--- src/rtl/uart_pkg.sv ---
// uart_pkg
// Shared definitions for the UART control/status front end: register
// addresses, FSM state encoding, CONFIG/STATUS bit positions, CONFIG reset
// value and the data-width decode helper.
// No ports (package).
package uart_pkg;

    localparam logic [2:0] ADDR_CONFIG = 3'd0;
    localparam logic [2:0] ADDR_BAUD   = 3'd1;
    localparam logic [2:0] ADDR_STATUS = 3'd2;
    localparam logic [2:0] ADDR_DATA   = 3'd3;
    localparam logic [2:0] ADDR_INT_EN = 3'd4;
    localparam logic [2:0] ADDR_LEVEL  = 3'd6;

    typedef enum logic [1:0] {
        ST_DISABLE = 2'b00,
        ST_INIT    = 2'b01,
        ST_RUNNING = 2'b10,
        ST_DRAIN   = 2'b11
    } uart_state_e;

    localparam int CFG_RX_EN    = 0;
    localparam int CFG_TX_EN    = 1;
    localparam int CFG_PAR_EN   = 2;
    localparam int CFG_PAR_EVEN = 3;
    localparam int CFG_STOP2    = 4;
    localparam int CFG_WIDTH_LO = 5;
    localparam int CFG_TXLVL_LO = 7;
    localparam int CFG_RXLVL_LO = 10;
    localparam int CFG_ENABLE   = 15;

    // Bits 13 and 14 of CONFIG have no function and are not stored.
    localparam logic [15:0] CONFIG_RST  = 16'h0060;
    localparam logic [15:0] CONFIG_MASK = 16'h9FFF;

    localparam int STS_RUNNING  = 0;
    localparam int STS_FE       = 1;
    localparam int STS_PE       = 2;
    localparam int STS_BE       = 3;
    localparam int STS_OE       = 4;
    localparam int STS_TX_BUSY  = 5;
    localparam int STS_RX_EMPTY = 6;
    localparam int STS_TX_FULL  = 7;
    localparam int STS_RX_FULL  = 8;
    localparam int STS_TX_EMPTY = 9;
    localparam int STS_TX_LVL   = 10;
    localparam int STS_RX_LVL   = 11;
    localparam int STS_TX_OVF   = 12;
    localparam int STS_RX_UNF   = 13;
    localparam int STS_STATE_LO = 14;

    localparam int N_STICKY = 6;

    // Width code 00..11 maps to 5..8 data bits.
    function automatic logic [3:0] width_to_bits(input logic [1:0] code);
        return 4'd5 + {2'b00, code};
    endfunction

endpackage

--- src/rtl/uart_sticky_flags.sv ---
// uart_sticky_flags
// Bank of sticky event flags. Each bit sets on its event pulse and clears on a
// write-1-to-clear; when both happen in the same cycle the set wins.
// Ports:
//   clk, reset      clock, asynchronous active-high reset
//   set [N-1:0]     event pulses
//   clr [N-1:0]     W1C strobes (already qualified by the register write)
//   flags [N-1:0]   current flag state
module uart_sticky_flags #(
    parameter int N = 6
) (
    input  logic         clk,
    input  logic         reset,
    input  logic [N-1:0] set,
    input  logic [N-1:0] clr,
    output logic [N-1:0] flags
);

    always_ff @(posedge clk or posedge reset) begin
        if (reset) begin
            flags <= '0;
        end else begin
            flags <= (flags & ~clr) | set;
        end
    end

endmodule

--- src/rtl/uart_ctrl_regs.sv ---
// uart_ctrl_regs
// Bus-addressed control/status front end for the UART core. Holds CONFIG and
// BAUD, sequences enable/disable with a TX drain phase, copies configuration
// into shadow outputs only when entering operation, keeps sticky error flags
// with W1C, and raises a maskable registered interrupt.
// Optional feature macro: UART_CTRL_IRQ_EN (INT_EN register, masking and irq).
// Without it INT_EN reads 0 and irq is tied low.
// Ports:
//   clk, reset                       clock, asynchronous active-high reset
//   bus_sel/wr/addr/wdata            register access strobe and write data
//   bus_rdata, bus_rvalid            registered read data, one-cycle valid
//   tx_push, tx_data                 TX FIFO write
//   rx_pop, rx_data                  RX FIFO read and head data
//   tx_*/rx_* status, counts         live FIFO/datapath status, error pulses
//   cfg_*, tx/rx_lvl_sel, baud_div   shadow configuration
//   baudgen_en                       baud generator enable
//   irq                              interrupt
//
// FSM states:
//   state   | meaning
//   DISABLE | idle, shadow config held, baud generator off
//   INIT    | one cycle, shadow config loaded from CONFIG/BAUD
//   RUNNING | normal operation, DATA accesses reach the FIFOs
//   DRAIN   | disable requested, waiting for TX to go idle
module uart_ctrl_regs
    import uart_pkg::*;
#(
    parameter int BUS_W   = 16,
    parameter int FIFO_AW = 4
) (
    input  logic               clk,
    input  logic               reset,
    input  logic               bus_sel,
    input  logic               bus_wr,
    input  logic [2:0]         bus_addr,
    input  logic [BUS_W-1:0]   bus_wdata,
    output logic [BUS_W-1:0]   bus_rdata,
    output logic               bus_rvalid,
    output logic               tx_push,
    output logic [7:0]         tx_data,
    output logic               rx_pop,
    input  logic [7:0]         rx_data,
    input  logic               tx_full,
    input  logic               tx_empty,
    input  logic               tx_busy,
    input  logic               tx_lvl_irq,
    input  logic               rx_full,
    input  logic               rx_empty,
    input  logic               rx_fe,
    input  logic               rx_pe,
    input  logic               rx_be,
    input  logic               rx_oe,
    input  logic               rx_lvl_irq,
    input  logic [FIFO_AW:0]   tx_count,
    input  logic [FIFO_AW:0]   rx_count,
    output logic [3:0]         cfg_bits,
    output logic               cfg_stop2,
    output logic               cfg_par_en,
    output logic               cfg_par_even,
    output logic               cfg_tx_en,
    output logic               cfg_rx_en,
    output logic [2:0]         tx_lvl_sel,
    output logic [2:0]         rx_lvl_sel,
    output logic [15:0]        baud_div,
    output logic               baudgen_en,
    output logic               irq
);

    uart_state_e state_q, state_d;

    logic [15:0]          config_reg;
    logic [15:0]          baud_reg;
    logic [15:0]          status_word;
    logic [15:0]          int_en_word;
    logic [BUS_W-1:0]     rd_word;
    logic [N_STICKY-1:0]  sticky_set, sticky_clr, sticky;
    logic                 running, load_shadow;
    logic                 wr_strobe, rd_strobe, data_wr, data_rd, tx_ok, rx_ok;
    logic                 tx_ovf_set, rx_unf_set;

    assign wr_strobe = bus_sel & bus_wr;
    assign rd_strobe = bus_sel & ~bus_wr;
    assign data_wr   = wr_strobe && (bus_addr == ADDR_DATA);
    assign data_rd   = rd_strobe && (bus_addr == ADDR_DATA);

    // DATA accesses only reach the FIFOs in RUNNING with the shadow enable set.
    assign tx_ok      = running & cfg_tx_en;
    assign rx_ok      = running & cfg_rx_en;
    assign tx_push    = data_wr & tx_ok & ~tx_full;
    assign tx_ovf_set = data_wr & tx_ok & tx_full;
    assign tx_data    = tx_push ? bus_wdata[7:0] : 8'h00;
    assign rx_pop     = data_rd & rx_ok & ~rx_empty;
    assign rx_unf_set = data_rd & rx_ok & rx_empty;

    // CONFIG and BAUD
    always_ff @(posedge clk or posedge reset) begin
        if (reset) begin
            config_reg <= CONFIG_RST;
            baud_reg   <= 16'h0000;
        end else if (wr_strobe) begin
            if (bus_addr == ADDR_CONFIG) config_reg <= bus_wdata[15:0] & CONFIG_MASK;
            if (bus_addr == ADDR_BAUD)   baud_reg   <= bus_wdata[15:0];
        end
    end

    // FSM: state register
    always_ff @(posedge clk or posedge reset) begin
        if (reset) begin
            state_q <= ST_DISABLE;
        end else begin
            state_q <= state_d;
        end
    end

    // FSM: next state
    always_comb begin
        state_d = state_q;
        case (state_q)
            ST_DISABLE: if (config_reg[CFG_ENABLE]) state_d = ST_INIT;
            ST_INIT:    state_d = ST_RUNNING;
            ST_RUNNING: if (!config_reg[CFG_ENABLE]) state_d = ST_DRAIN;
            ST_DRAIN: begin
                // Re-enable during drain resumes without a fresh INIT.
                if (config_reg[CFG_ENABLE])      state_d = ST_RUNNING;
                else if (tx_empty && !tx_busy)   state_d = ST_DISABLE;
            end
            default:    state_d = ST_DISABLE;
        endcase
    end

    // FSM: outputs
    always_comb begin
        baudgen_en  = 1'b0;
        running     = 1'b0;
        load_shadow = 1'b0;
        case (state_q)
            ST_INIT:    load_shadow = 1'b1;
            ST_RUNNING: begin
                baudgen_en = 1'b1;
                running    = 1'b1;
            end
            ST_DRAIN:   baudgen_en = 1'b1;
            default:    ;
        endcase
    end

    // Shadow configuration, loaded only during INIT
    always_ff @(posedge clk or posedge reset) begin
        if (reset) begin
            cfg_bits     <= 4'd8;
            cfg_stop2    <= 1'b0;
            cfg_par_en   <= 1'b0;
            cfg_par_even <= 1'b0;
            cfg_tx_en    <= 1'b0;
            cfg_rx_en    <= 1'b0;
            tx_lvl_sel   <= 3'd0;
            rx_lvl_sel   <= 3'd0;
            baud_div     <= 16'h0000;
        end else if (load_shadow) begin
            cfg_bits     <= width_to_bits(config_reg[CFG_WIDTH_LO +: 2]);
            cfg_stop2    <= config_reg[CFG_STOP2];
            cfg_par_en   <= config_reg[CFG_PAR_EN];
            cfg_par_even <= config_reg[CFG_PAR_EVEN];
            cfg_tx_en    <= config_reg[CFG_TX_EN];
            cfg_rx_en    <= config_reg[CFG_RX_EN];
            tx_lvl_sel   <= config_reg[CFG_TXLVL_LO +: 3];
            rx_lvl_sel   <= config_reg[CFG_RXLVL_LO +: 3];
            baud_div     <= baud_reg;
        end
    end

    // Sticky flag order: fe, pe, be, oe, tx_ovf, rx_unf
    assign sticky_set = {rx_unf_set, tx_ovf_set, rx_oe, rx_be, rx_pe, rx_fe};
    assign sticky_clr = (wr_strobe && (bus_addr == ADDR_STATUS))
                      ? {bus_wdata[STS_RX_UNF], bus_wdata[STS_TX_OVF], bus_wdata[STS_OE:STS_FE]}
                      : '0;

    uart_sticky_flags #(.N(N_STICKY)) u_sticky (
        .clk   (clk),
        .reset (reset),
        .set   (sticky_set),
        .clr   (sticky_clr),
        .flags (sticky)
    );

    always_comb begin
        status_word                   = '0;
        status_word[STS_RUNNING]      = running;
        status_word[STS_OE:STS_FE]    = sticky[3:0];
        status_word[STS_TX_BUSY]      = tx_busy;
        status_word[STS_RX_EMPTY]     = rx_empty;
        status_word[STS_TX_FULL]      = tx_full;
        status_word[STS_RX_FULL]      = rx_full;
        status_word[STS_TX_EMPTY]     = tx_empty;
        status_word[STS_TX_LVL]       = tx_lvl_irq;
        status_word[STS_RX_LVL]       = rx_lvl_irq;
        status_word[STS_TX_OVF]       = sticky[4];
        status_word[STS_RX_UNF]       = sticky[5];
        status_word[STS_STATE_LO +: 2] = state_q;
    end

`ifdef UART_CTRL_IRQ_EN
    logic [13:1] int_en;
    logic        irq_q;

    always_ff @(posedge clk or posedge reset) begin
        if (reset) begin
            int_en <= '0;
        end else if (wr_strobe && (bus_addr == ADDR_INT_EN)) begin
            int_en <= bus_wdata[13:1];
        end
    end

    always_ff @(posedge clk or posedge reset) begin
        if (reset) begin
            irq_q <= 1'b0;
        end else begin
            irq_q <= |(status_word[13:1] & int_en);
        end
    end

    assign int_en_word = {2'b00, int_en, 1'b0};
    assign irq         = irq_q;
`else
    assign int_en_word = 16'h0000;
    assign irq         = 1'b0;
`endif

    always_comb begin
        rd_word = '0;
        case (bus_addr)
            ADDR_CONFIG: rd_word = BUS_W'(config_reg);
            ADDR_BAUD:   rd_word = BUS_W'(baud_reg);
            ADDR_STATUS: rd_word = BUS_W'(status_word);
            ADDR_DATA:   rd_word = BUS_W'(rx_pop ? rx_data : 8'h00);
            ADDR_INT_EN: rd_word = BUS_W'(int_en_word);
            ADDR_LEVEL:  rd_word = BUS_W'({rx_count, tx_count});
            default:     rd_word = '0;
        endcase
    end

    // Read data holds its last value between reads.
    always_ff @(posedge clk or posedge reset) begin
        if (reset) begin
            bus_rdata  <= '0;
            bus_rvalid <= 1'b0;
        end else begin
            bus_rvalid <= rd_strobe;
            if (rd_strobe) bus_rdata <= rd_word;
        end
    end

endmodule

--- config.mk ---
export PLATFORM = sky130hd
export DESIGN_NAME = uart_ctrl_regs
export DESIGN_NICKNAME = d
export VERILOG_FILES = /design/src/rtl/uart_pkg.sv /design/src/rtl/uart_sticky_flags.sv /design/src/rtl/uart_ctrl_regs.sv
export SDC_FILE = /design/constraint.sdc
export NUM_CORES = 1
export LEC_CHECK = 0
export BUFFER_PORTS_ARGS = -buffer_cell sky130_fd_sc_hd__buf_2
export CORE_ASPECT_RATIO = 0.75
export CORE_MARGIN = 8
export CORE_UTILIZATION = 49
export DETAILED_ROUTE_END_ITERATION = 10
export MAX_ROUTING_LAYER = met4
export PLACE_DENSITY = 0.76
export SYNTH_ARGS = -nofsm -noshare
export SYNTH_HDL_FRONTEND = slang
export SYNTH_HIERARCHICAL = 1
export SYNTH_SLANG_ARGS = --single-unit
--- constraint.sdc ---
create_clock -name clk -period 5.1 [get_ports clk]
set_input_delay 0.765 -clock clk [delete_from_list [all_inputs] [get_ports clk]]
set_output_delay 0.765 -clock clk [all_outputs]
set_load 0.01 [all_outputs]
==> qor.csv <==
metric;value;unit
status;finished, final reports clean;
clock root cell;clkbuf_8;
n_diodes;0;
Iter 0 DRT Violations;185;
most common flop cell mapped by yosys;dfrtp_1;
sequential area share after synthesis;0.5440;
PwrDens;451.2;nW/um2
critical path class;in -> out;
Via density;5.394;
Reg-to-Reg End;bus_rdata[0];
Hold Fails Final Rpt;0;
Pre-Repair DR Iteration Count;5;
RSZ-0062 raised after global routing;no;
Congestion Overflow GR;0;
post-route ant nets;0;
CTS tree;built;
Synth async-reset ratio;1.000;
Metal-1 WL;4.782;mm
Worst Path Arrival;2.37;ns
met2 wire length;4.438;mm
first-pass GRT wire length;15.92;mm
gr usage total;0.1876;
setup TNS;0;ns
CTS sink count;86;
CTS resizes;0;
initial antenna violation count;0;
Chip Height;93.88;um
FMAX;318.5;MHz
FF-to-FF setup slack;3.56;ns
Synth area leaders;dfrtp_1 (52%), mux2_2 (18%), mux2i_1 (2.5%), and2_1 (2.2%), dfstp_2 (2.0%);
clock latency on the worst-skew pair;0.36;ns
highest routed layer;met4;
CP endpoint kind;primary output;
total CTS buffers;9;
# DRC;0;
Layout area overhead;20.30;%
Routed WL;10.00;mm
FF-to-FF Start;cfg_rx_en;
number of synthesized flops with an enable pin;0;
Boundary Pins;112;
Core Region;7883;um2
number of global-route vias before repair;2953;
pre-CTS worst setup slack;1.973;ns
routed len/inst;19.02;um
CP Max Fanout;21;
clock slew seen by the registers of the worst setup and hold paths;0.09;ns
synthesized flop and latch total;86;
relative slew slack;0.2726;
CP startpoint kind;primary input;
routed wl met3;685;um
via count;2837;
area of placed instances;4547;um2
Finished Layout Cells;526;
clock buffer depth;2;
hold buffers post-CTS;0;
worst min path class;in -> async;
Final period util;0.6157;
port bufs;110;
placed cells;510;
RD Place Congestion;0.8571;
largest net degree at the start of global routing;51;
Starting Density;0.5027;
hold_ws;0.3578;ns
Final WS setup;1.960;ns
Crit path required time;4.34;ns
post-synthesis cell area;3963;um2
FILL cells;650;
Yosys warning count;6;
Synth Instances;312;
Layout Nets;469;
cell accounting for the most synthesized area;dfrtp_1;
peak supply drop;0.2240;mV
fin crit period;3.140;ns
Slew @ Worst Pin;1.086;ns
share of layout cells above drive strength 1;0.4774;
Avg Synthesized Cell Area;12.70;um2
H-tree depth;3;
Final Cell Area;4767;um2
Max Cap Violations;0;
# rows;28;
Yosys cell types;46;
Die Span X;119.8;um
die area;11250;um2
HPWL Detailed;7.499;mm
area share of the largest cell type after synthesis;0.5242;
# Post-CTS Setup Buffers;0;
final setup fails;0;
syn nets;365;
static leakage;2.302;nW
depth of the worst register-to-register path;4;
max-slew violation count;0;
clk_skew;0.009018;ns
cells in the final DEF (no fill, tap or decap), types with 3 or more instances in the layout:
master	n
mux2i_1	10
and2_1	14
nand2b_1	6
a22o_1	8
nand2_1	17
nor2b_1	3
a21oi_1	10
inv_1	12
o21ai_0	8
dfstp_2	3
a32o_1	4
o211ai_1	4
a21o_1	7
buf_2	110
nor3_1	4
clkbuf_8	9
dfrtp_1	83
nor2_1	8
mux2_2	64
how the worst max path moves through the flow:
stage | from | end | slack [ns] | cells after the start
global route | bus_addr[1] | tx_data[0] | 1.83 | 5
detailed placement | bus_addr[1] | tx_data[3] | 1.97 | 5
CTS | bus_addr[1] | tx_data[0] | 1.97 | 5
floorplan | reset | baud_div[0] | 2.29 | 1
finish | bus_addr[1] | tx_data[6] | 1.96 | 5
global placement | bus_addr[1] | tx_data[7] | 2.01 | 5
through the flow:
| step | power (mW) | util |
|---|---|---|
| 2_1_floorplan | 1.383 | - |
| 3_3_place_gp | 1.617 | 0.5768 |
| 3_5_place_dp | 1.642 | 0.5768 |
| 4_1_cts | 2.175 | 0.6048 |
| 5_1_grt | 2.281 | 0.6048 |
| 6_report | 2.151 | 0.6048 |
per-layer routing:
layer	vias to the layer above	global-route usage
li1	1314	-
met1	1406	0.2529
met2	107	0.2691
met3	10	0.05105
met4	0	0.06010
met5	-	-
power by group:
group          switching [mW]  internal, mW  total, mW
clock network           0.250         0.279      0.529
registers               0.137         0.882       1.02
logic                   0.291         0.311      0.603
worst max-delay path, cell delays in order:
cell,delay (ns)
buf_2,0.44
nand3b_2,0.27
nor4_4,0.56
and2_1,0.20
buf_2,0.12
synth_stat cells (all sizes together) (2+ instances only):
master	number
dfrtp	83
nand2	17
inv	13
buf	12
nand3b	2
nand2b	6
a21o	7
o21ai	8
a31oi	2
nor2	8
a22o	8
nor3	4
nor4	4
dfstp	3
nor2b	4
a32o	4
a21oi	10
mux2i	10
o211ai	4
mux2	65
and2	14
clkbuf	7
layout make-up:
| cell class | instances | area (um2) | share of cell area |
|---|---|---|---|
| sequential | 86 | 2156 | 0.4522 |
| multi-input combinational | 194 | 1644 | 0.3449 |
| timing repair buffer | 112 | 565.5 | 0.1186 |
| tap | 105 | 131.4 | 0.02756 |
| clock buffer | 10 | 127.6 | 0.02677 |
| clock inverter | 6 | 92.59 | 0.01942 |
| inverter | 13 | 50.05 | 0.01050 |
kinds of logic after synthesis:
kind of cell / count (synthesis) / share of synthesized area
AO/OA/AOI/OAI: 52 / 0.09821
XOR/XNOR: 1 / 0.002211
adder cells (fa/ha/maj): 1 / 0.003157
buffers and inverters: 32 / 0.04105
flip-flops: 86 / 0.5440
multiplexers: 75 / 0.2100
other: 1 / 0.0009464
AND/OR/NAND/NOR: 64 / 0.1004
No activity file was read; power rests on OpenSTA's default activity.
